`config.mk`:
```
export PLATFORM = sky130hd
export DESIGN_NAME = comparador_n
export DESIGN_NICKNAME = d
export VERILOG_FILES = /design/src/rtl/comparador_n_pkg.sv /design/src/rtl/comparador_cell.sv /design/src/rtl/comparador_n.sv
export SDC_FILE = /design/constraint.sdc
export NUM_CORES = 1
export LEC_CHECK = 0
export ABC_CLOCK_PERIOD_IN_PS = 3500
export CORE_MARGIN = 4
export CORE_UTILIZATION = 52
export CTS_CLUSTER_DIAMETER = 40
export CTS_CLUSTER_SIZE = 16
export DETAILED_ROUTE_END_ITERATION = 7
export MAX_ROUTING_LAYER = met4
export PLACE_DENSITY_LB_ADDON = 0.05
export SYNTH_ARGS = -nofsm -noshare
export SYNTH_HDL_FRONTEND = slang
export SYNTH_HIERARCHICAL = 1
export SYNTH_SLANG_ARGS = --single-unit
```
`constraint.sdc`:
```
create_clock -name clk_i -period 3.5 [get_ports clk_i]
set_input_delay 0.35 -clock clk_i [delete_from_list [all_inputs] [get_ports clk_i]]
set_output_delay 0.35 -clock clk_i [all_outputs]
set_load 0.03 [all_outputs]
```
`src/rtl/comparador_n_pkg.sv`:
```
// ============================================================================
// Module   : comparador_n_pkg
// Purpose  : FSM state encodings shared by the comparador_n block.
// Revision : 1.0 - initial release
// ============================================================================
`default_nettype none

package comparador_n_pkg;

  localparam int unsigned ST_W = 2;

  localparam logic [ST_W-1:0] ST_IDLE = 2'd0;
  localparam logic [ST_W-1:0] ST_SCAN = 2'd1;
  localparam logic [ST_W-1:0] ST_DONE = 2'd2;

endpackage

`default_nettype wire

```
`src/rtl/comparador_cell.sv`:
```
// ============================================================================
// Module   : comparador_cell
// Purpose  : Combinational compare of one candidate against the running maximum.
//            With COMPARADOR_THRESH_EN, also flags whether candidate >= threshold.
// Revision : 1.0 - initial release
// ============================================================================
`default_nettype none

module comparador_cell
  import comparador_n_pkg::*;
#(
  parameter int W = 7
) (
  input  logic [W-1:0] cand_i,
  input  logic [W-1:0] max_i,
`ifdef COMPARADOR_THRESH_EN
  input  logic [W-1:0] thresh_i,
  output logic         qual_o,
`endif
  output logic         gt_o,
  output logic         eq_o
);

  assign gt_o = (cand_i > max_i);
  assign eq_o = (cand_i == max_i);

`ifdef COMPARADOR_THRESH_EN
  assign qual_o = (cand_i >= thresh_i);
`endif

endmodule

`default_nettype wire

```
`src/rtl/comparador_n.sv`:
```
// ============================================================================
// Module   : comparador_n
// Purpose  : Sequential N-channel maximum finder, one channel per cycle, with
//            winner mask/count and tie flag. Optional COMPARADOR_THRESH_EN.
// Revision : 1.0 - initial release
// ============================================================================
`default_nettype none

module comparador_n
  import comparador_n_pkg::*;
#(
  parameter int N = 4,
  parameter int W = 7
) (
  input  logic                       clk_i,
  input  logic                       rst_i,
  input  logic                       start_i,
  input  logic [N*W-1:0]             bus_i,
`ifdef COMPARADOR_THRESH_EN
  input  logic [W-1:0]               thresh_i,
`endif
  output logic                       busy_o,
  output logic                       done_o,
  output logic [W-1:0]               max_val_o,
  output logic [N-1:0]               win_mask_o,
  output logic [$clog2(N+1)-1:0]     win_cnt_o,
  output logic                       tie_o
);

  localparam int KW = (N > 1) ? $clog2(N) : 1;
  localparam int CW = $clog2(N+1);
  localparam logic [KW-1:0] K_LAST = KW'(N-1);

  logic [ST_W-1:0] state_q, state_d;
  logic [KW-1:0]   k_q, k_d;
  logic [N*W-1:0]  snap_q, snap_d;
  logic [W-1:0]    run_max_q, run_max_d;
  logic [N-1:0]    run_mask_q, run_mask_d;
  logic [CW-1:0]   run_cnt_q, run_cnt_d;
  logic            have_q, have_d;
  logic [W-1:0]    max_val_q, max_val_d;
  logic [N-1:0]    win_mask_q, win_mask_d;
  logic [CW-1:0]   win_cnt_q, win_cnt_d;
  logic            done_q, done_d;

  logic [W-1:0]    w_chan [N];
  logic [W-1:0]    w_cand;
  logic [N-1:0]    w_onehot;
  logic            w_gt, w_eq, w_qual;

  for (genvar i = 0; i < N; i++) begin : g_chan
    assign w_chan[i] = snap_q[i*W +: W];
  end

  assign w_cand   = w_chan[k_q];
  assign w_onehot = {{(N-1){1'b0}}, 1'b1} << k_q;

`ifdef COMPARADOR_THRESH_EN
  logic [W-1:0] thr_q, thr_d;

  comparador_cell #(.W(W)) u_cell (
    .cand_i   (w_cand),
    .max_i    (run_max_q),
    .thresh_i (thr_q),
    .qual_o   (w_qual),
    .gt_o     (w_gt),
    .eq_o     (w_eq)
  );
`else
  assign w_qual = 1'b1;

  comparador_cell #(.W(W)) u_cell (
    .cand_i (w_cand),
    .max_i  (run_max_q),
    .gt_o   (w_gt),
    .eq_o   (w_eq)
  );
`endif

  always_ff @(posedge clk_i) begin
    if (rst_i) begin
      state_q    <= ST_IDLE;
      k_q        <= '0;
      snap_q     <= '0;
      run_max_q  <= '0;
      run_mask_q <= '0;
      run_cnt_q  <= '0;
      have_q     <= 1'b0;
      max_val_q  <= '0;
      win_mask_q <= '0;
      win_cnt_q  <= '0;
      done_q     <= 1'b0;
`ifdef COMPARADOR_THRESH_EN
      thr_q      <= '0;
`endif
    end else begin
      state_q    <= state_d;
      k_q        <= k_d;
      snap_q     <= snap_d;
      run_max_q  <= run_max_d;
      run_mask_q <= run_mask_d;
      run_cnt_q  <= run_cnt_d;
      have_q     <= have_d;
      max_val_q  <= max_val_d;
      win_mask_q <= win_mask_d;
      win_cnt_q  <= win_cnt_d;
      done_q     <= done_d;
`ifdef COMPARADOR_THRESH_EN
      thr_q      <= thr_d;
`endif
    end
  end

  always_comb begin
    state_d    = state_q;
    k_d        = k_q;
    snap_d     = snap_q;
    run_max_d  = run_max_q;
    run_mask_d = run_mask_q;
    run_cnt_d  = run_cnt_q;
    have_d     = have_q;
    max_val_d  = max_val_q;
    win_mask_d = win_mask_q;
    win_cnt_d  = win_cnt_q;
    done_d     = 1'b0;
`ifdef COMPARADOR_THRESH_EN
    thr_d      = thr_q;
`endif
    case (state_q)
      ST_IDLE: begin
        if (start_i) begin
          state_d    = ST_SCAN;
          k_d        = '0;
          snap_d     = bus_i;
          run_max_d  = '0;
          run_mask_d = '0;
          run_cnt_d  = '0;
          have_d     = 1'b0;
`ifdef COMPARADOR_THRESH_EN
          thr_d      = thresh_i;
`endif
        end
      end
      ST_SCAN: begin
        // have_q distinguishes a genuine 0 maximum from "nothing qualified yet"
        if (w_qual) begin
          if (!have_q || w_gt) begin
            run_max_d  = w_cand;
            run_mask_d = w_onehot;
            run_cnt_d  = CW'(1);
            have_d     = 1'b1;
          end else if (w_eq) begin
            run_mask_d = run_mask_q | w_onehot;
            run_cnt_d  = run_cnt_q + CW'(1);
          end
        end
        if (k_q == K_LAST) begin
          state_d = ST_DONE;
        end else begin
          k_d = k_q + KW'(1);
        end
      end
      ST_DONE: begin
        max_val_d  = run_max_q;
        win_mask_d = run_mask_q;
        win_cnt_d  = run_cnt_q;
        done_d     = 1'b1;
        state_d    = ST_IDLE;
      end
      default: state_d = ST_IDLE;
    endcase
  end

  always_comb begin
    busy_o     = (state_q == ST_SCAN);
    done_o     = done_q;
    max_val_o  = max_val_q;
    win_mask_o = win_mask_q;
    win_cnt_o  = win_cnt_q;
    tie_o      = (win_cnt_q > CW'(1));
  end

endmodule

`default_nettype wire

```
### Word-level counts from Yosys, hierarchy flattened

Cells that the tools add are included.

* add/sub/neg operators: 2
* shift-type cells: 1
* reduce and logical (&&, ||, !) cells: 9
* eq/ne operators: 9
* bitwise logic cells: 2
* mux-type cells: 24
* order comparisons: 3

Operators with widths (number)
* 7-bit two-way mux: 4
* 7-bit binary-select mux with 2-bit select: 1
* 7-bit case mux with 2 select lines: 1
* 4-bit two-way mux: 3
* 3-bit two-way mux: 3
* 3-bit AND reduction: 3
* 2-bit two-way mux: 4
* 2-bit case mux with 2 select lines: 2
* 4-bit case mux with 2 select lines: 1
* 7-bit == test: 1
* 7-bit > comparator: 1
* 3-bit case mux with 2 select lines: 1
* 2-bit == test (second input constant): 2
* 2-bit by 1-bit != test with 1-bit output (second input constant): 2
* 2-bit != test (second input constant): 2
* 4-bit OR: 1
* 2-bit AND reduction: 2
* 1-bit by 2-bit left shift with 4-bit output (first input constant): 1
* 3-bit by 1-bit adder with 3-bit output (second input constant): 1
* 3-bit >= comparator (second input constant): 1
* 3-bit by 1-bit > comparator with 1-bit output (second input constant): 1
* 1-bit two-way mux: 3
* 3-bit by 1-bit != test with 1-bit output (second input constant): 1
* 2-bit NOT with 3-bit output: 1
* other kinds (7): 7

* output and inout port bits: 17
* word-level logic and storage cells: 61
* bits in registers: 62

### Depth between registers and ports, before layout

* word-level depth: 8
* depth in mapped cells: 10
* gate-level depth less buffers: 9

### Modules after synthesis

Netlist, hierarchy kept.

Modules (own cells, without submodules)
* comparador_n: cells an instance 282, area each 2547.4 um2, instances 1
* comparador_cell: cells an instance 25, area each 180.2 um2, instances 1

### Least setup slack after synthesis

No wires, ideal clock.

* path type: flip-flop to flip-flop
* start point: reg k_q[0]
* end point: reg run_mask_q[3]
* arrival time: 2.576 ns
* stages on the path, launching flop included: 10
* path buffers: 1
* setup slack: 0.791 ns
* cell sequence: dfxtp_1 -> buf_2 -> mux4_2 -> ha_1 -> a21oi_1 -> o21ai_0 -> o22a_1 -> or3b_2 -> a31oi_1 -> a211oi_1

* word-level cells in the longest chain between the ends: 8

Ends and longest elaborated chain
* start, declared: line comparador_n.sv:35 `logic [KW-1:0] k_q, k_d;`
* start signal, assigned: line comparador_n.sv:98 `k_q <= k_d;`
* 2-bit NOT with 3-bit output (not written as such) (*): line comparador_n.sv:55 `assign w_cand = w_chan[k_q];`
* 7-bit binary-select mux with 2-bit select (*): line comparador_n.sv:55
* 7-bit two-way mux (not written as such) (*) (2 in series): line comparador_n.sv:55
* via w_cand[6]: line comparador_n.sv:47 `logic [W-1:0] w_cand;`
* 7-bit > comparator (*): line comparador_cell.sv:24 `assign gt_o = (cand_i > max_i);`
* via w_gt: line comparador_n.sv:49 `logic w_gt, w_eq, w_qual;`
* 1-bit logical OR (*): line comparador_n.sv:147 `if (!have_q || w_gt) begin`
* 3-bit by 1-bit != test with 1-bit output (no source line) / 4-bit two-way mux (equally long branches)
* 3-bit AND reduction (no source line) / 4-bit case mux with 2 select lines (equally long branches)
* end signal, assigned: line comparador_n.sv:101 `run_mask_q <= run_mask_d;`
* end, declared: line comparador_n.sv:38 `logic [N-1:0] run_mask_q, run_mask_d;`

The timed path passes the listed nets; every way through them passes the cells marked *. The select of a mux whose other input is x is not followed.
A chain may end at the register's enable or synchronous reset.

### Worst setup path after layout

Same ends and word-level chain as after synthesis.

==> flow_metrics.env <==
export IMPL_status="finished clean"
export IMPL_dieHeight_um=80.4
export IMPL_multi_input_area_um2=1330
export IMPL_hold_worst_slack_ns=0.452
export IMPL_synthCells=307
export IMPL_ant_nets=0
export IMPL_dieWidth_um=80.4
export IMPL_seq_area_frac_synth=0.455
export IMPL_criticalPathCategory="flop to flop"
export IMPL_ctsResizeCount=0
export IMPL_drt_pass1_iterations=4
export IMPL_dpl_hpwl_mm=3.94
export IMPL_gp_congestion=0.806
export IMPL_cts_max_path_buffers=2
export IMPL_synth_area_top_cells="dfxtp_1, nand2_1, a21oi_1"
export IMPL_finalSetupViolations=0
export IMPL_end_kind="flop"
export IMPL_start_kind="flop"
export IMPL_fin_crit_ns=3.05
export IMPL_power_density_nw_per_um2=448
export IMPL_drive_above_1_share=0.0912
export IMPL_ys_seq_elements=62
export IMPL_syn_avg_cell_area_um2=8.88
export IMPL_core_um2=5110
export IMPL_start_util=0.534
export IMPL_postCtsSetupBuffers=0
export IMPL_drt_iter0_markers=88
export IMPL_max_slew_margin_rel=0.312
export IMPL_cts_hold_buf=0
export IMPL_vdd_ir_drop_worst_mv=0.281
export IMPL_area_delta_synth_final_pct=22.8
export IMPL_cp_required_ns=3.71
export IMPL_grt_pass1_wl_mm=9.44
export IMPL_place_port_buffers=47
export IMPL_synth_nets=350
export IMPL_viasPerCell=5.18
export IMPL_synth_cell_types=41
export IMPL_cts_root_buf="clkbuf_8"
export IMPL_p_leak_nw=1.21
export IMPL_drc=0
export IMPL_dieArea_um2=6470
export IMPL_final_nets=390
export IMPL_yosys_warnings=6
export IMPL_finalSetupTns_ns=0
export IMPL_nFillCells=462
export IMPL_io_pins=48
export IMPL_grt_antenna_before_repair=0
export IMPL_fin_skew_ns=0.00465
export IMPL_synth_top_area_frac=0.455
export IMPL_tightest_slew_ns=1.03
export IMPL_antenna_cells=0
export IMPL_period_share=0.872
export IMPL_maxCapViolCount=0
export IMPL_cp_arrival_ns=3.26
export IMPL_numCtsBuffers=9
export IMPL_wl_per_cell_um=13.6
export IMPL_seq_area_um2=1240
export IMPL_cts_tree="done"
export IMPL_final_hold_violation_count=0
export IMPL_synth_area_um2=2730
export IMPL_rows=26
export IMPL_gr_total_overflow=0
export IMPL_cts_clk_slew_worst_paths_ns=0.07
export IMPL_num_vias=2182
export IMPL_grt_usage=0.196
export IMPL_grt_max_degree=32
export IMPL_yosys_area_top_type="dfxtp_1"
export IMPL_rsz0062_at_grt="false"
export IMPL_drt_wl_total_mm=5.71
export IMPL_drv_slew=0
export IMPL_crit_fanout=12
export IMPL_hp_class="flop to flop"
export IMPL_clk_latency_ns=0.34
export IMPL_fmax_ghz=0.328
export IMPL_first_global_vias=2082
export IMPL_htreeDepth=3
export IMPL_clock_sinks=62
## sequential cells by signal, indices dropped and copies added, names as in the netlist, 2 cells and up
signal      count
run_max_q       7
win_mask_o      4
win_cnt_o       3
snap_q         28
max_val_o       7
state_q         2
run_cnt_q       3
run_mask_q      4
k_q             2
## stage by stage
| stage | util | worst slack [ns] | area [µm²] | instances | power, mW |
|---|---|---|---|---|---|
| after global placement | 0.623 | 0.563 | 3180 | 406 | 0.959 |
| after CTS | 0.656 | 0.470 | 3350 | 421 | 1.51 |
| final | 0.656 | 0.449 | 3350 | 421 | 1.50 |
| after detailed placement | 0.623 | 0.486 | 3180 | 406 | 0.963 |
| after floorplan | - | 0.791 | 2730 | 307 | 0.903 |
| after global routing | 0.656 | 0.272 | 3350 | 421 | 1.57 |
## final timing paths
| path | to | from | slack [ns] | cells after the start |
|---|---|---|---|---|
| worst min-delay path | win_mask_o[1] | run_mask_q[1] | 0.45 | 2 |
| worst min register to register | win_mask_o[1] | run_mask_q[1] | 0.45 | 2 |
| worst max register to register | run_mask_q[3] | k_q[0] | 0.45 | 8 |
| worst max-delay path | run_mask_q[3] | k_q[0] | 0.45 | 8 |
## cell usage after synthesis
| cell | n |
|---|---|
| nand2_1 | 85 |
| dfxtp_1 | 62 |
| a21oi_1 | 54 |
| ha_1 | 12 |
| inv_1 | 12 |
| o21ai_0 | 8 |
| a22o_1 | 7 |
| clkbuf_1 | 7 |
| mux4_2 | 7 |
| buf_2 | 5 |
| nand3_1 | 4 |
| buf_6 | 3 |
| nor2_1 | 3 |
| nor2b_1 | 3 |
| a211oi_1 | 2 |
| buf_1 | 2 |
| buf_4 | 2 |
| nand2b_1 | 2 |
| nand3b_1 | 2 |
| nand4b_1 | 2 |
| o211ai_1 | 2 |
| o21ba_2 | 2 |
| a2111o_1 | 1 |
| a31oi_1 | 1 |
| and3b_1 | 1 |
| and4bb_1 | 1 |
| and4bb_2 | 1 |
| nand2b_4 | 1 |
| nand4_2 | 1 |
| nor2_2 | 1 |
| nor3_4 | 1 |
| nor3b_1 | 1 |
| nor3b_4 | 1 |
| o21a_1 | 1 |
| o21bai_2 | 1 |
| o22a_1 | 1 |
| o22ai_1 | 1 |
| or2_2 | 1 |
| or3_1 | 1 |
| or3b_1 | 1 |
| or3b_2 | 1 |
## where the power goes
part           switching [mW]  internal, mW
logic                  0.0962        0.0950
registers              0.0242         0.733
clock network           0.260         0.292
total                   0.380          1.12
## worst max-delay path, stage by stage, from the launching register on
cell and delay [ns]:
dfxtp_1 0.69, mux4_2 0.60, ha_1 0.36, a21oi_1 0.16, a21oi_1 0.09, o22a_1 0.24, or3b_2 0.53, a31oi_1 0.20
a211oi_1 0.06
## cell usage in the layout, fill, tap and decap left out, types with 2 or more instances in the layout
| cell | n |
|---|---|
| nand3b_1 | 2 |
| nor2b_1 | 3 |
| nand2_1 | 85 |
| ha_1 | 12 |
| inv_1 | 12 |
| nand3_1 | 4 |
| clkbuf_8 | 11 |
| a21oi_1 | 54 |
| dfxtp_1 | 62 |
| a22o_1 | 7 |
| o21ba_2 | 2 |
| mux4_2 | 7 |
| nand4b_1 | 2 |
| nor2_1 | 3 |
| nand2b_1 | 2 |
| clkbuf_1 | 3 |
| a211oi_1 | 2 |
| clkdlybuf4s50_1 | 46 |
| o21ai_0 | 8 |
| o211ai_1 | 2 |
## final cells by class
class                           count  share of cell area
Clock inverter                      1             0.00149
Multi-Input combinational cell    214               0.398
Inverter                           12              0.0135
Timing Repair Buffer               48               0.141
Clock buffer                       14              0.0486
Sequential cell                    62               0.371
Tap cell                           70              0.0262
## cell families (layout without fill, tap and decap cells)
| kind of cell | count (synthesis) | count (layout) | share of synthesized area |
|---|---|---|---|
| buffers and inverters | 31 | 75 | 0.0560 |
| adder cells (fa/ha/maj) | 12 | 12 | 0.0550 |
| AO/OA/AOI/OAI | 81 | 81 | 0.173 |
| flip-flops | 62 | 62 | 0.455 |
| AND/OR/NAND/NOR | 114 | 114 | 0.203 |
| multiplexers | 7 | 7 | 0.0578 |
## per-layer routing
layer / global-route usage / wire length (µm)
met1: 0.237 / 2640
met2: 0.303 / 2740
met3: 0.0617 / 263
met4: 0.0828 / 59
met5: - / 0
No activity file was read; power rests on OpenSTA's default activity.
